File: src/rtl/serial_demux_rx.sv
// Serial frame receiver/demux: start, ADDR_W addr bits, LEN_W length bits, L data bits, [parity], stop.
// Latency: each data bit appears on ch_valid/ch_bit one clk after it is sampled.
// Backpressure: none; the line is sampled every clk. Optional PARITY_EN adds an even-parity bit.
module serial_demux_rx #(
    parameter int ADDR_W = 2,
    parameter int LEN_W  = 4
) (
    input  logic                   clk,
    input  logic                   rst_n,
    input  logic                   serial_in,
    output logic [2**ADDR_W-1:0]   ch_valid,
    output logic                   ch_bit,
    output logic [ADDR_W-1:0]      ch_addr,
    output logic                   busy,
    output logic                   frame_done,
    output logic                   error
);

    localparam int NUM_CH = 2**ADDR_W;
    localparam int CNT_W  = (ADDR_W > LEN_W) ? ADDR_W : LEN_W;

`ifdef PARITY_EN
    typedef enum logic [2:0] {S_IDLE, S_ADDR, S_LEN, S_DATA, S_STOP, S_ERR, S_PAR} state_t;
`else
    typedef enum logic [2:0] {S_IDLE, S_ADDR, S_LEN, S_DATA, S_STOP, S_ERR} state_t;
`endif

    state_t              state_q, state_d;
    logic [CNT_W-1:0]    cnt_q, cnt_d;
    logic [ADDR_W-1:0]   addr_sh_q, addr_sh_d;
    logic [LEN_W-1:0]    len_q, len_d;
    logic [ADDR_W-1:0]   ch_addr_q, ch_addr_d;
    logic [NUM_CH-1:0]   ch_valid_q, ch_valid_d;
    logic                ch_bit_q, ch_bit_d;
    logic                busy_q, busy_d;
    logic                frame_done_q, frame_done_d;
    logic                error_q, error_d;
`ifdef PARITY_EN
    logic                par_q, par_d;
`endif

    // Shift-in views of the fields including the bit on the line this cycle (MSB first).
    logic [ADDR_W-1:0]   addr_next;
    logic [LEN_W-1:0]    len_next;
    assign addr_next = (addr_sh_q << 1) | ADDR_W'(serial_in);
    assign len_next  = (len_q << 1) | LEN_W'(serial_in);

    // State and output registers; reset aborts any frame without a done/error pulse.
    always_ff @(posedge clk or negedge rst_n) begin
        if (!rst_n) begin
            state_q      <= S_IDLE;
            cnt_q        <= '0;
            addr_sh_q    <= '0;
            len_q        <= '0;
            ch_addr_q    <= '0;
            ch_valid_q   <= '0;
            ch_bit_q     <= 1'b0;
            busy_q       <= 1'b0;
            frame_done_q <= 1'b0;
            error_q      <= 1'b0;
`ifdef PARITY_EN
            par_q        <= 1'b0;
`endif
        end else begin
            state_q      <= state_d;
            cnt_q        <= cnt_d;
            addr_sh_q    <= addr_sh_d;
            len_q        <= len_d;
            ch_addr_q    <= ch_addr_d;
            ch_valid_q   <= ch_valid_d;
            ch_bit_q     <= ch_bit_d;
            busy_q       <= busy_d;
            frame_done_q <= frame_done_d;
            error_q      <= error_d;
`ifdef PARITY_EN
            par_q        <= par_d;
`endif
        end
    end

    // Next-state and registered-output decode; the bit counter reloads on each state entry.
    always_comb begin
        state_d      = state_q;
        cnt_d        = cnt_q;
        addr_sh_d    = addr_sh_q;
        len_d        = len_q;
        ch_addr_d    = ch_addr_q;
        ch_valid_d   = '0;
        ch_bit_d     = 1'b0;
        frame_done_d = 1'b0;
`ifdef PARITY_EN
        par_d        = par_q;
`endif
        case (state_q)
            S_IDLE: begin
                if (!serial_in) begin
                    state_d   = S_ADDR;
                    cnt_d     = CNT_W'(ADDR_W - 1);
                    addr_sh_d = '0;
                    len_d     = '0;
`ifdef PARITY_EN
                    par_d     = 1'b0;
`endif
                end
            end
            S_ADDR: begin
                addr_sh_d = addr_next;
`ifdef PARITY_EN
                par_d     = par_q ^ serial_in;
`endif
                if (cnt_q == '0) begin
                    ch_addr_d = addr_next;
                    state_d   = S_LEN;
                    cnt_d     = CNT_W'(LEN_W - 1);
                end else begin
                    cnt_d = cnt_q - CNT_W'(1);
                end
            end
            S_LEN: begin
                len_d = len_next;
`ifdef PARITY_EN
                par_d = par_q ^ serial_in;
`endif
                if (cnt_q == '0) begin
                    if (len_next != '0) begin
                        state_d = S_DATA;
                        cnt_d   = CNT_W'(len_next) - CNT_W'(1);
                    end else begin
`ifdef PARITY_EN
                        state_d = S_PAR;
`else
                        state_d = S_STOP;
`endif
                    end
                end else begin
                    cnt_d = cnt_q - CNT_W'(1);
                end
            end
            S_DATA: begin
                ch_valid_d = NUM_CH'(1) << ch_addr_q;
                ch_bit_d   = serial_in;
`ifdef PARITY_EN
                par_d      = par_q ^ serial_in;
`endif
                if (cnt_q == '0) begin
`ifdef PARITY_EN
                    state_d = S_PAR;
`else
                    state_d = S_STOP;
`endif
                end else begin
                    cnt_d = cnt_q - CNT_W'(1);
                end
            end
`ifdef PARITY_EN
            S_PAR: begin
                // Even parity: the running XOR plus the parity bit must be zero.
                if (par_q ^ serial_in) state_d = S_ERR;
                else                   state_d = S_STOP;
            end
`endif
            S_STOP: begin
                if (serial_in) begin
                    state_d      = S_IDLE;
                    frame_done_d = 1'b1;
                end else begin
                    state_d = S_ERR;
                end
            end
            S_ERR: begin
                // Start bits (low) keep us here; a high line releases to IDLE.
                if (serial_in) state_d = S_IDLE;
            end
            default: state_d = S_IDLE;
        endcase
        busy_d  = (state_d != S_IDLE);
        error_d = (state_d == S_ERR);
    end

    assign ch_valid   = ch_valid_q;
    assign ch_bit     = ch_bit_q;
    assign ch_addr    = ch_addr_q;
    assign busy       = busy_q;
    assign frame_done = frame_done_q;
    assign error      = error_q;

endmodule
File: config.mk
export PLATFORM = sky130hd
export DESIGN_NAME = serial_demux_rx
export DESIGN_NICKNAME = d
export VERILOG_FILES = /design/src/rtl/serial_demux_rx.sv
export SDC_FILE = /design/constraint.sdc
export NUM_CORES = 1
export LEC_CHECK = 0
export BUFFER_PORTS_ARGS = -buffer_cell sky130_fd_sc_hd__buf_2
export CAP_MARGIN = 25
export CORE_MARGIN = 4
export CORE_UTILIZATION = 55
export DETAILED_ROUTE_END_ITERATION = 12
export GPL_ROUTABILITY_DRIVEN = 0
export PLACE_DENSITY = 0.85
export SLEW_MARGIN = 40
export SYNTH_ARGS = -nofsm -noshare
export SYNTH_HDL_FRONTEND = slang
export SYNTH_SLANG_ARGS = --single-unit
File: constraint.sdc
create_clock -name clk -period 3.37 [get_ports clk]
set_clock_uncertainty 0.1 [all_clocks]
set_input_delay 0.1685 -clock clk [delete_from_list [all_inputs] [get_ports clk]]
set_output_delay 0.1685 -clock clk [all_outputs]
set_load 0.01 [all_outputs]
==> out/results.ini <==
[outcome]
status=completed

[global_route]
antenna_found_initial=0
gr-total-overflow=0
grt_pass1_vias=716
grt_max_degree=22
grt_pass1_wl_um=3070
gr-usage-all-layers_pct=16.0

[finish]
post-route-util_pct=64.1
diodes=0
nets=117
areaGrowthSynthToFinish_pct=10.3
drive_gt1_share_pct=18.0

[setup_path]
reg2reg_from=cnt_q[0]
critPathArrivalTime_ns=2.16
cp-end-kind=register
crit_path_start_kind=register
crit_path_max_fanout=4
critical_path_required_ns=3.47
crit_type=register to register
reg2regPathDepth=6
r2r_end=cnt_q[1]
timing.reg2reg.setup_slack_ns=1.31

[timing]
finalCritPeriodShare_pct=61.2
fmax_mhz=485
setup_viol=0
hold_viol=0
worst_pin_slew_ns=0.560
drv_slew=0
finalCriticalPeriod_ns=2.06
max_slew_margin_pct=62.7
tns_ns=0
rsz0062_at_grt=false

[place]
place_hpwl_um=1320
port_buffers=12

[drt]
route.met3.wl_um=136
dr_wl_met2_um=873
wl_um=1830
via_count=788
highest_layer=met4
drt-vias-per-instance=5.79
drtIter0Drc=20
wl_met1_um=776
drc=0
first_pass_iters=4
wl_per_cell_um=13.4
drtAntennaViolNets=0

[logic_synthesis]
synth_nets=105
ys_warn_count=0
avgSynthCellArea_um2=10.0
synth_flop_cell=dfrtp_1
ys_async_sr_fraction_pct=100
synth_top_area_cell=dfrtp_1
synth_area_um2=1000
synth.area.mux_share_pct=3.37
synth-compound-area-share_pct=18.0
synth_seq_cells=21
synthCells=100
synth_top_area_share_pct=52.4
synth-xor-area-share_pct=2.62
yosys-top-cells-area=dfrtp_1, nor2_1, o21ai_0
ys_seq_area_share_pct=52.4
synth_simple_gate_area_share_pct=15.3
synth_edf_count=0
synth_fa_ha_area_share_pct=3.62
synth_top_family_by_area=compound AO/OA/AOI/OAI gates
ys_types=34

[clock_tree]
clockBufferDepth=2
clk_latency_ns=0.30
htreeDepth=1
numCtsBuffers=3
cts_tree=built
path_clk_slew_ns=0.11
cts.root.buffer_cell=clkbuf_4
cts.sinks=21

[power_and_ir_drop]
power_frac_comb_pct=43.4
total_power_mw=1.01
powerDensity_nw_per_um2=913
irDropWorstVdd_uv=477
seq_power_share_pct=45.2
p_clk_share_pct=11.4
cell_internal_pwr_mw=0.587
power_switching_share_pct=41.9
p_leak_nw=0.550
switchingPower_mw=0.424

[job]
maxCapViolations=0

[floorplanning]
die_width_um=50.7
die_area_um2=2570
coreArea_um2=1730
ioPinCount=13
num_rows=15
start_util_pct=58.1
chipHeight_um=50.7

[hold_path]
hold_path_depth=2
hp-start=serial_in
min_to=busy
hp-class=primary input to register

==> power by group through the flow <==
stage	clock, mW	sequential (mW)	combinational, mW
floorplan	0	0.411	0.380
global placement	0	0.456	0.419
detailed placement	0	0.460	0.436
CTS	0.120	0.455	0.438
global route	0.136	0.476	0.497
finish	0.115	0.457	0.439
==> area by class of cell <==
cell class / count / area, um2
tap: 25 / 31.3
multi-input combinational: 67 / 430
sequential: 21 / 526
fill: 154 / 619
inverter: 6 / 22.5
clock buffer: 3 / 22.5
clock inverter: 1 / 5.00
timing repair buffer: 13 / 70.1
==> cells in the mapped netlist (all sizes together) (3+ instances only) <==
cell type,n
clkbuf,4
inv,6
nand2,7
nor2,12
mux2,3
nor3,5
dfrtp,21
o21ai,7
a21oi,4
==> per-stage QoR <==
step / worst slack (ns) / cells / hold WS (ns) / area, um2
after detailed placement: 1.36 / 131 / 0.0393 / 1070
after CTS: 1.34 / 136 / 0.0462 / 1110
final: 1.31 / 136 / 0.0515 / 1110
after global placement: 1.41 / 131 / 0.0369 / 1070
after global routing: 1.14 / 136 / 0.0554 / 1110
after floorplan: 1.54 / 100 / -0.227 / 1000
==> repair_timing <==
action | in CTS | in global routing
hold buffers | 1 | 0
endpoints found under the setup margin | 0 | 0
gates resized for setup | 0 | 0
setup buffers | 0 | 0
endpoints found under the hold margin | 21 | 0
==> metal layers <==
layer  vias up  global-route usage, %
met2        29                   27.0
met1       376                   18.9
met5         -                      0
met3         7                   3.56
met4         0                   8.07
li1        376                      -
==> logic make-up after synthesis <==
kind of cell / Yosys count
buf+inv: 12
compound gates: 26
mux: 3
fa+ha+maj: 3
flops: 21
simple gates: 32
xor+xnor: 3
==> registers in the layout, indices dropped and copies added (netlist names), 2 cells and up <==
signal,count
ch_addr,2
ch_valid,4
state_q,3
cnt_q,4
len_q,3
==> worst max-delay path by stage <==
stage | from | slack (ns) | cells past startpoint | to
after floorplan | cnt_q[0] | 1.54 | 7 | cnt_q[3]
after global placement | cnt_q[0] | 1.41 | 6 | cnt_q[1]
after detailed placement | cnt_q[0] | 1.36 | 6 | cnt_q[1]
after CTS | cnt_q[0] | 1.34 | 6 | cnt_q[1]
after global routing | cnt_q[0] | 1.14 | 6 | cnt_q[0]
final | cnt_q[0] | 1.31 | 6 | cnt_q[1]
==> critical path, cell delays in order (launching register included) <==
cell and delay [ns]:
dfrtp_1 0.41, inv_1 0.09, ha_1 0.20, nor3b_1 0.44
o211ai_1 0.20, nand2_1 0.18, mux2_2 0.34
==> cell usage in the layout (no fill, tap or decap), types with 2 or more instances in the layout <==
cell	synthesis	routed
nor3b_1	2	2
ha_1	2	2
nor2_1	12	12
and3_1	2	2
xor2_1	2	2
nor3_1	5	5
mux2_2	3	3
o31ai_1	2	2
inv_1	6	6
dfrtp_1	21	21
o21ai_0	7	7
a32o_1	2	2
buf_2	1	12
nand2_1	7	7
a21oi_1	4	4
clkbuf_4	0	3
a221oi_1	2	2
Power figures use the tool's default switching activity.
